**src/rtl/button_event_scheduler.sv**
```systemverilog
// button_event_scheduler: debounces N_BTN raw pushbuttons against one shared sample tick, turns
//   each debounced press into a pending event and offers events one at a time, round-robin.
// Ports: clk_in, rst_n (async, active-low); pb raw buttons; btn_level debounced levels; tick
//   sample strobe; evt_valid/evt_ready/evt_id event handshake; overrun lost-press pulse.
// Latency: pb->btn_level 2 cycles + STABLE_CNT..STABLE_CNT+1 ticks; btn_level rise->evt_valid 2 cycles.
// Backpressure: evt_valid/evt_id held until accepted; a press on a button whose event is already
//   pending is dropped and reported on overrun.
// Optional: define BTN_AUTOREPEAT_EN for an auto-repeat event every REPEAT_TK ticks while held.
module button_event_scheduler #(
    parameter int N_BTN      = 4,
    parameter int TICK_DIV   = 500_000,
    parameter int STABLE_CNT = 3,
    parameter int REPEAT_TK  = 20
) (
    input  logic                       clk_in,
    input  logic                       rst_n,
    input  logic [N_BTN-1:0]           pb,
    output logic [N_BTN-1:0]           btn_level,
    output logic                       tick,
    output logic                       evt_valid,
    input  logic                       evt_ready,
    output logic [$clog2(N_BTN)-1:0]   evt_id,
    output logic                       overrun
);

    localparam int IDW = $clog2(N_BTN);
    localparam int PW  = (TICK_DIV > 2) ? $clog2(TICK_DIV) : 1;
    localparam int CW  = $clog2(STABLE_CNT + 1);

    localparam logic [PW-1:0] PRESC_LAST = PW'(TICK_DIV - 1);

    // Elaboration-time guard against unusable parameter sets.
    if (N_BTN < 2 || TICK_DIV < 2 || STABLE_CNT < 1 || REPEAT_TK < 1) begin : g_bad_param
        $error("button_event_scheduler: parameter out of range");
    end

    // ------------------------------------------------------------------
    // Sample-tick prescaler. tick is registered so that it is high exactly
    // while the counter holds TICK_DIV-1.
    // ------------------------------------------------------------------
    logic [PW-1:0] presc;
    logic [PW-1:0] presc_nxt;

    always_comb begin
        presc_nxt = (presc == PRESC_LAST) ? '0 : presc + PW'(1);
    end

    always_ff @(posedge clk_in or negedge rst_n) begin
        if (!rst_n) begin
            presc <= '0;
            tick  <= 1'b0;
        end else begin
            presc <= presc_nxt;
            tick  <= (presc_nxt == PRESC_LAST);
        end
    end

    // ------------------------------------------------------------------
    // Two-flop synchronisers; nothing downstream touches raw pb.
    // ------------------------------------------------------------------
    logic [N_BTN-1:0] sync1;
    logic [N_BTN-1:0] sync2;

    always_ff @(posedge clk_in or negedge rst_n) begin
        if (!rst_n) begin
            sync1 <= '0;
            sync2 <= '0;
        end else begin
            sync1 <= pb;
            sync2 <= sync1;
        end
    end

    // ------------------------------------------------------------------
    // Debounce: on each tick, count consecutive samples that disagree with
    // the current level; any agreeing sample restarts the count.
    // ------------------------------------------------------------------
    logic [CW-1:0]    db_cnt     [N_BTN];
    logic [CW-1:0]    db_cnt_nxt [N_BTN];
    logic [N_BTN-1:0] level_nxt;

    always_comb begin
        level_nxt = btn_level;
        for (int i = 0; i < N_BTN; i++) begin
            db_cnt_nxt[i] = db_cnt[i];
            if (tick) begin
                if (sync2[i] == btn_level[i]) begin
                    db_cnt_nxt[i] = '0;
                end else if (db_cnt[i] == CW'(STABLE_CNT - 1)) begin
                    level_nxt[i]  = sync2[i];
                    db_cnt_nxt[i] = '0;
                end else begin
                    db_cnt_nxt[i] = db_cnt[i] + CW'(1);
                end
            end
        end
    end

    always_ff @(posedge clk_in or negedge rst_n) begin
        if (!rst_n) begin
            btn_level <= '0;
            for (int i = 0; i < N_BTN; i++) begin
                db_cnt[i] <= '0;
            end
        end else begin
            btn_level <= level_nxt;
            for (int i = 0; i < N_BTN; i++) begin
                db_cnt[i] <= db_cnt_nxt[i];
            end
        end
    end

    // ------------------------------------------------------------------
    // Press detection (0->1 of the debounced level). Releases are ignored.
    // ------------------------------------------------------------------
    logic [N_BTN-1:0] level_d;
    logic [N_BTN-1:0] rise;
    logic [N_BTN-1:0] evt_set;

    always_ff @(posedge clk_in or negedge rst_n) begin
        if (!rst_n) begin
            level_d <= '0;
        end else begin
            level_d <= btn_level;
        end
    end

    always_comb begin
        rise = btn_level & ~level_d;
    end

`ifdef BTN_AUTOREPEAT_EN
    // Auto-repeat: count ticks while a button stays pressed. The count only
    // advances when the level is 1 now and stays 1 at this tick, so a repeat
    // can never be raised on the same tick that the button is released.
    // rep_hit is registered so a repeat reaches pending with the same
    // one-cycle delay as a press, keeping the repeat period exact.
    localparam int RW = $clog2(REPEAT_TK + 1);

    logic [RW-1:0]    rep_cnt [N_BTN];
    logic [N_BTN-1:0] rep_hit;

    always_ff @(posedge clk_in or negedge rst_n) begin
        if (!rst_n) begin
            rep_hit <= '0;
            for (int i = 0; i < N_BTN; i++) begin
                rep_cnt[i] <= '0;
            end
        end else begin
            rep_hit <= '0;
            for (int i = 0; i < N_BTN; i++) begin
                if (!btn_level[i] || !level_nxt[i]) begin
                    rep_cnt[i] <= '0;
                end else if (tick) begin
                    if (rep_cnt[i] == RW'(REPEAT_TK - 1)) begin
                        rep_cnt[i] <= '0;
                        rep_hit[i] <= 1'b1;
                    end else begin
                        rep_cnt[i] <= rep_cnt[i] + RW'(1);
                    end
                end
            end
        end
    end

    always_comb begin
        evt_set = rise | rep_hit;
    end
`else
    always_comb begin
        evt_set = rise;
    end
`endif

    // ------------------------------------------------------------------
    // Round-robin pick: first pending bit after last_grant, wrapping.
    // ------------------------------------------------------------------
    logic [N_BTN-1:0] pending;
    logic [IDW-1:0]   last_grant;
    logic [IDW-1:0]   pick;
    logic [IDW-1:0]   scan;
    logic             pick_vld;

    always_comb begin
        pick     = '0;
        scan     = '0;
        pick_vld = 1'b0;
        for (int k = 1; k <= N_BTN; k++) begin
            scan = IDW'((int'(last_grant) + k) % N_BTN);
            if (!pick_vld && pending[scan]) begin
                pick_vld = 1'b1;
                pick     = scan;
            end
        end
    end

    // ------------------------------------------------------------------
    // Offer FSM. IDLE: nothing offered. OFFER: evt_id held until accepted;
    // on acceptance the next winner is loaded in the same cycle.
    // ------------------------------------------------------------------
    typedef enum logic {
        S_IDLE  = 1'b0,
        S_OFFER = 1'b1
    } state_t;

    state_t           state;
    state_t           state_nxt;
    logic             valid_nxt;
    logic [IDW-1:0]   id_nxt;
    logic [IDW-1:0]   lg_nxt;
    logic [N_BTN-1:0] clr;
    logic [N_BTN-1:0] pending_nxt;
    logic             grant;
    logic             ovr_nxt;

    always_comb begin
        state_nxt = state;
        valid_nxt = evt_valid;
        id_nxt    = evt_id;
        lg_nxt    = last_grant;
        clr       = '0;
        grant     = 1'b0;

        case (state)
            S_IDLE: begin
                if (pick_vld) begin
                    grant = 1'b1;
                end
            end
            S_OFFER: begin
                if (evt_ready) begin
                    if (pick_vld) begin
                        grant = 1'b1;
                    end else begin
                        valid_nxt = 1'b0;
                        state_nxt = S_IDLE;
                    end
                end
            end
            default: begin
                valid_nxt = 1'b0;
                state_nxt = S_IDLE;
            end
        endcase

        if (grant) begin
            state_nxt = S_OFFER;
            valid_nxt = 1'b1;
            id_nxt    = pick;
            lg_nxt    = pick;
            clr[pick] = 1'b1;
        end

        // A new press on the bit being granted this cycle re-arms it
        // (set wins) and is not counted as lost.
        pending_nxt = (pending & ~clr) | evt_set;
        ovr_nxt     = |(evt_set & pending & ~clr);
    end

    always_ff @(posedge clk_in or negedge rst_n) begin
        if (!rst_n) begin
            state      <= S_IDLE;
            evt_valid  <= 1'b0;
            evt_id     <= '0;
            last_grant <= IDW'(N_BTN - 1);
            pending    <= '0;
            overrun    <= 1'b0;
        end else begin
            state      <= state_nxt;
            evt_valid  <= valid_nxt;
            evt_id     <= id_nxt;
            last_grant <= lg_nxt;
            pending    <= pending_nxt;
            overrun    <= ovr_nxt;
        end
    end

endmodule

```
**config.mk**
```make
export PLATFORM = sky130hd
export DESIGN_NAME = button_event_scheduler
export DESIGN_NICKNAME = d
export VERILOG_FILES = /design/src/rtl/button_event_scheduler.sv
export SDC_FILE = /design/constraint.sdc
export NUM_CORES = 1
export LEC_CHECK = 0
export CORE_MARGIN = 4
export CORE_UTILIZATION = 40
export DETAILED_ROUTE_END_ITERATION = 10
export SETUP_SLACK_MARGIN = 0.05
export SYNTH_ARGS = -nofsm -noshare
export SYNTH_HDL_FRONTEND = slang
export SYNTH_SLANG_ARGS = --single-unit
```
**constraint.sdc**
```tcl
create_clock -name clk_in -period 3.3 [get_ports clk_in]
set_input_delay 0.33 -clock clk_in [delete_from_list [all_inputs] [get_ports clk_in]]
set_output_delay 0.33 -clock clk_in [all_outputs]
set_load 0.01 [all_outputs]
```
* After elaboration in Yosys (flattened, before gate mapping)
Index checks and enable logic that the tools add are counted.
** Word-level totals
- Register bits :: 55
- Input bits :: 7
- Output and inout port bits :: 9
- Logic and storage cells :: 110
** Operators by class
- $add $sub $neg :: 9
- Order comparisons :: 6
- Equality and inequality tests :: 11
- Multiplexer cells :: 38
- Bitwise logic cells :: 12
- Reductions and logical operators :: 15
** Operators by type and width (number)
- $eq 19x19->1 const B :: 2
- $mux 2 :: 12
- $add 19x1->19 const B :: 1
- $mux 19 :: 1
- $mux 1 :: 18
- $and 4x4->4 :: 4
- $lt 2x3->1 const B :: 5
- $reduce_and 3->1 :: 5
- $add 2x1->2 const B :: 6
- $bmux 1 s2 :: 4
- $eq 2x2->1 const B :: 4
- $not 4->4 :: 2
- $not 1->1 :: 5
- $add 2x2->2 const B :: 2
- $eq 1x1->1 :: 4
- $logic_and 1x1->1 :: 4
- $mux 4 :: 1
- $or 4x4->4 :: 1
- $reduce_bool 2->1 :: 2
- $reduce_or 4->1 :: 1
- $logic_not 1->1 :: 3
- $demux 1 s2 :: 1
- $ge 2x1->1 const B :: 1
- $ne 2x1->1 const B :: 1
- $pmux 1 s2 :: 1

* Depth between registers and ports, before layout
- Depth in word-level cells :: 21
- Depth in mapped cells :: 7
- Depth with buffers taken out :: 6

* Worst setup path after synthesis
No wires, ideal clock.
- Path type :: reg2reg
- Start point :: register presc[0]
- End point :: register tick
- Library setup time :: 0.096 ns
- Arrival :: 1.809 ns
- Required time :: 3.204 ns
- Setup slack :: 1.396 ns
- Stages on the path, launching flop included :: 8
- Buffers on the path :: 1
- Period minus slack after synthesis :: 1.904 ns
- Cell sequence :: dfrtp_1 -> ha_1 -> and4_1 -> clkbuf_1 -> nor4_1 -> o21bai_1 -> a211o_1 -> nor4_2
** Between the ends
- Cells in the longest elaborated chain, start to end :: 3
- Elaborated cells on any way between the ends :: 4
- Classes of those cells :: add/sub: 1; eq/ne: 2; mux: 1
** RTL lines
- from (decl) :: line 41 : logic [PW-1:0] presc;
- from (signal assigned) :: line 53 : presc <= presc_nxt;
- $add 19x1->19 / $eq 19x19->1 (equally long branches) :: line 45 : presc_nxt = (presc == PRESC_LAST) ? '0 : presc + PW'(1);
- $mux 19 (*) :: line 45
- $eq 19x19->1 (*) :: line 54 : tick <= (presc_nxt == PRESC_LAST);
- to (signal assigned) :: line 54
- to (decl) :: line 19 : output logic tick,
Every way passes the cells marked *; elsewhere a longest branch is shown, timed or not.
A chain may end at the register's enable or synchronous reset.

* Worst setup path after layout
Ends and elaborated chain as after synthesis.

==> results.rst <==
.. list-table::
   :header-rows: 1

   * - Metric
     - Value
   * - Count of buffer and inverter cells on the critical path
     - 0
   * - Crit Path Category
     - flop to flop
   * - DRC violations left
     - 0
   * - Post-route fraction of the period consumed by the critical path
     - 61.3%
   * - CP Data Required Time
     - 3.51 ns
   * - Most common cell after layout, fill and taps aside
     - dfrtp_1
   * - Max IR drop VDD
     - 0.234 mV
   * - Residual overflow from global routing
     - 0
   * - Clock Latency Late Sink
     - about 0.30 ns
   * - Initial antenna violation count
     - 0
   * - Dominant delay contributor by cell family on the critical path
     - simple AND/OR/NAND/NOR gates
   * - Reg power frac
     - ~58%
   * - Sum of net half-perimeters after detailed placement
     - 3290 µm
   * - Reported max-cap violation count
     - 0
   * - Internal Dissipation
     - 0.000960 W
   * - Routed vias/inst
     - about 5.4
   * - Syn Std Cell Area
     - 2630 µm²
   * - Layout Skew
     - ~0.009 ns
   * - Clock tree from TritonCTS
     - yes
   * - Max-slew violation count
     - 0
   * - Die area
     - between 7000 and 8000 µm²
   * - Post-detailed-routing wire length
     - between 4000 and 5000 µm
   * - Kind of end point of the critical path
     - flop
   * - Number of placement rows
     - 29
   * - Wire length per cell
     - ~14 µm
   * - Root buffer cell
     - clkbuf_8
   * - Switching Power
     - approximately 0.00031 W
   * - FMAX
     - 0.494 GHz
   * - Hold/Removal Path Class
     - input port to async pin
   * - Leakage power figure
     - 1.36 nW
   * - Seq/Total Area, Yosys
     - a little over half
   * - Unrepaired setup endpoints after global routing
     - false
   * - TritonCTS sink count
     - 55
   * - Fraction of layout cells with a size suffix above 1
     - under 10%
   * - Share of total power in the clock network
     - 30.0%
   * - Min Tclk post-route
     - 2.02 ns
   * - Non-filler instance count after layout
     - 332
   * - Leading cell types by total area after synthesis
     - dfrtp_1, xor2_1, xnor2_1
   * - Number of filler cells placed in the layout
     - 611
   * - Source of the worst register-to-register timing path
     - presc[0]
   * - Tightest slew margin relative to the limit
     - 47.9%
   * - Vias in the first global route
     - 1669
   * - Highest fanout seen on the critical path
     - 6
   * - Maximum clock insertion buffer count
     - 2
   * - Setup crit start kind
     - flop
   * - Iteration-0 DRC Markers
     - 71
   * - Count of different cell masters after synthesis
     - 55
   * - Destination of the worst register-to-register timing path
     - tick
   * - Non-Filler Cell Area, Final
     - 2920 µm²
   * - Clock buffer count from CTS
     - 5
   * - Starting density of the core
     - 41.2%
   * - # H-tree levels
     - 2
   * - Cell taking the most area after synthesis
     - dfrtp_1
   * - Combinational group share of total power
     - a little under an eighth
   * - Total instance count after detailed placement
     - 324
   * - Pwr Total
     - 0.00127 W
   * - Routability congestion estimate
     - 0.825
   * - Y dimension of the die
     - 89.1 µm
   * - Final-report hold violation count
     - 0
   * - Clock-pin slew on the worst setup and hold paths
     - 0.10 ns
   * - Synthesis Warnings
     - 0
   * - Synth Flop Type
     - dfrtp_1
   * - Layout Nets
     - 262
   * - Diodes inserted
     - 0
   * - Fin Setup TNS
     - 0 ns
   * - Register bit count reported by yosys
     - 55
   * - First-pass DRT Iterations
     - 4
   * - Total routing resource utilization after global routing
     - 12.6%
   * - Proportion of netlist area held by the largest area contributor
     - between 50 and 60%
   * - Area of placed instances
     - about 2800 µm²
   * - Transition time at the pin with the least slew margin
     - around 0.8 ns
   * - Leading cell types in the layout, fill and taps excluded
     - dfrtp_1, nand2_1, nor2_1, clkdlybuf4s50_1
   * - Max stage delay on crit path
     - about 0.47 ns
   * - Fraction of registers with async set/reset
     - 100%
   * - Post-synthesis area per instance
     - 10.8 µm²
   * - Number of endpoints failing setup at the final stage
     - 0
   * - Switching power share of the total
     - about 24%
   * - Synth Net Count
     - 253
   * - Number of enable flip-flop cells after synthesis
     - 0
   * - Horizontal die dimension
     - 89.1 µm
   * - Critical path data arrival time
     - roughly 2.2 ns
   * - Pwr dens
     - roughly 430 nW/µm²
   * - Port Buf Inserts
     - 15
   * - Master of the slowest instance on the critical path
     - nor3_1
   * - Status
     - complete, no violations
   * - Vias after detailed routing
     - between 1500 and 2000
   * - Top-Level Pins
     - 16
   * - Hold-fix buffers, CTS
     - 0
   * - ANT nets after route
     - 0
   * - Growth of design area from synthesis to finish
     - 10.8%
   * - Synthesized instance count
     - 245
   * - Beginning of the critical path
     - presc[0]
   * - Number of cell instances on the worst register-to-register path
     - 6
   * - Std-Cell Core Area
     - 6390 µm²
   * - First-pass GRT wire length
     - 7860 µm
   * - Largest net degree at the start of global routing
     - 36
   * - R2r setup slk
     - 1.28 ns
   * - Total setup buffers inserted after CTS
     - 0
   * - Critical path, cell by cell
     - ha_1, nand4_2, nor3_1, and3_1, o221ai_1, nor4_2
   * - Number of gates resized after cts
     - 0
-- worst reg2reg max path, stage by stage (launching register included) --
cell and delay [ns]:
dfrtp_1 0.43, ha_1 0.26, nand4_2 0.26, nor3_1 0.47, and3_1 0.23, o221ai_1 0.15
nor4_2 0.15
-- synthesized netlist by cell type (all sizes together) (2+ instances only) --
cell type	instances
inv	13
nor3	5
dfrtp	53
nor2b	4
buf	4
nor3b	2
a41o	2
o31ai	2
dfstp	2
o21ai	6
clkbuf	10
xnor2	10
xor2	11
mux2i	6
o22ai	4
nand2b	3
or4	2
o21a	4
and4	4
a31oi	4
nand3	13
o21bai	2
and2	2
and3	6
nand3b	2
a21o	5
nand4	6
nand4b	2
a21oi	4
nor4	5
nor2	14
nand2	15
mux2	3
-- cell type report --
class,count,area (µm²),share of cell area (%)
multi-input cells,163,1150,39.3
clock inverters,1,8.76,0.300
inverters,13,48.8,1.67
repair buffers,16,153,5.23
clock buffers,7,86.3,2.96
well taps,77,96.3,3.30
flip-flops and latches,55,1380,47.3
-- registers in the layout, summed over array words and instances (netlist names) --
| register | cells |
|---|---|
| db_cnt | 8 |
| evt_id | 2 |
| btn_level | 4 |
| last_grant | 2 |
| overrun | 1 |
| evt_valid | 1 |
| sync1 | 4 |
| sync2 | 4 |
| presc | 19 |
| state | 1 |
| tick | 1 |
| pending | 4 |
| level_d | 4 |
-- power groups by stage --
stage                     Clock (W)  Sequential [W]  Combinational [W]
after floorplan                   0        0.000752          0.0000837
after global placement            0        0.000751           0.000150
after detailed placement          0        0.000752           0.000152
after CTS                  0.000398        0.000739           0.000152
after global routing       0.000424        0.000744           0.000167
final                      0.000380        0.000738           0.000148
-- through the flow --
stage	worst slack [ns]	utilization [%]	hold slack, ns
after floorplan	1.40	-	0.0344
after global placement	1.38	44.2	0.333
after detailed placement	1.33	44.2	0.338
after CTS	1.29	45.7	0.130
after global routing	1.14	45.7	0.160
final	1.28	45.7	0.0995
-- cell families after synthesis --
logic type / Yosys count / share of synthesized area (%)
fa+ha+maj: 1 / 0.475
buf+inv: 27 / 4.13
flops: 55 / 52.4
compound gates: 44 / 11.9
mux: 9 / 3.56
simple gates: 88 / 20.6
xor+xnor: 21 / 6.98
-- layer usage --
metal,share of wire (%),GRT usage (%),up-vias
li1,-,-,888
met1,48,17.1,887
met2,49,20.7,29
met3,2.9,2.76,2
met4,0.30,3.25,0
met5,0,0,-
-- worst max path at each step --
stage          slack (ns)  cells past startpoint   end
2_1_floorplan        1.40                      7  tick
4_1_cts              1.29                      6  tick
3_5_place_dp         1.33                      5  tick
3_3_place_gp         1.38                      6  tick
6_report             1.28                      6  tick
5_1_grt              1.14                      6  tick
Note: power is estimated with default switching activity, not from simulation.
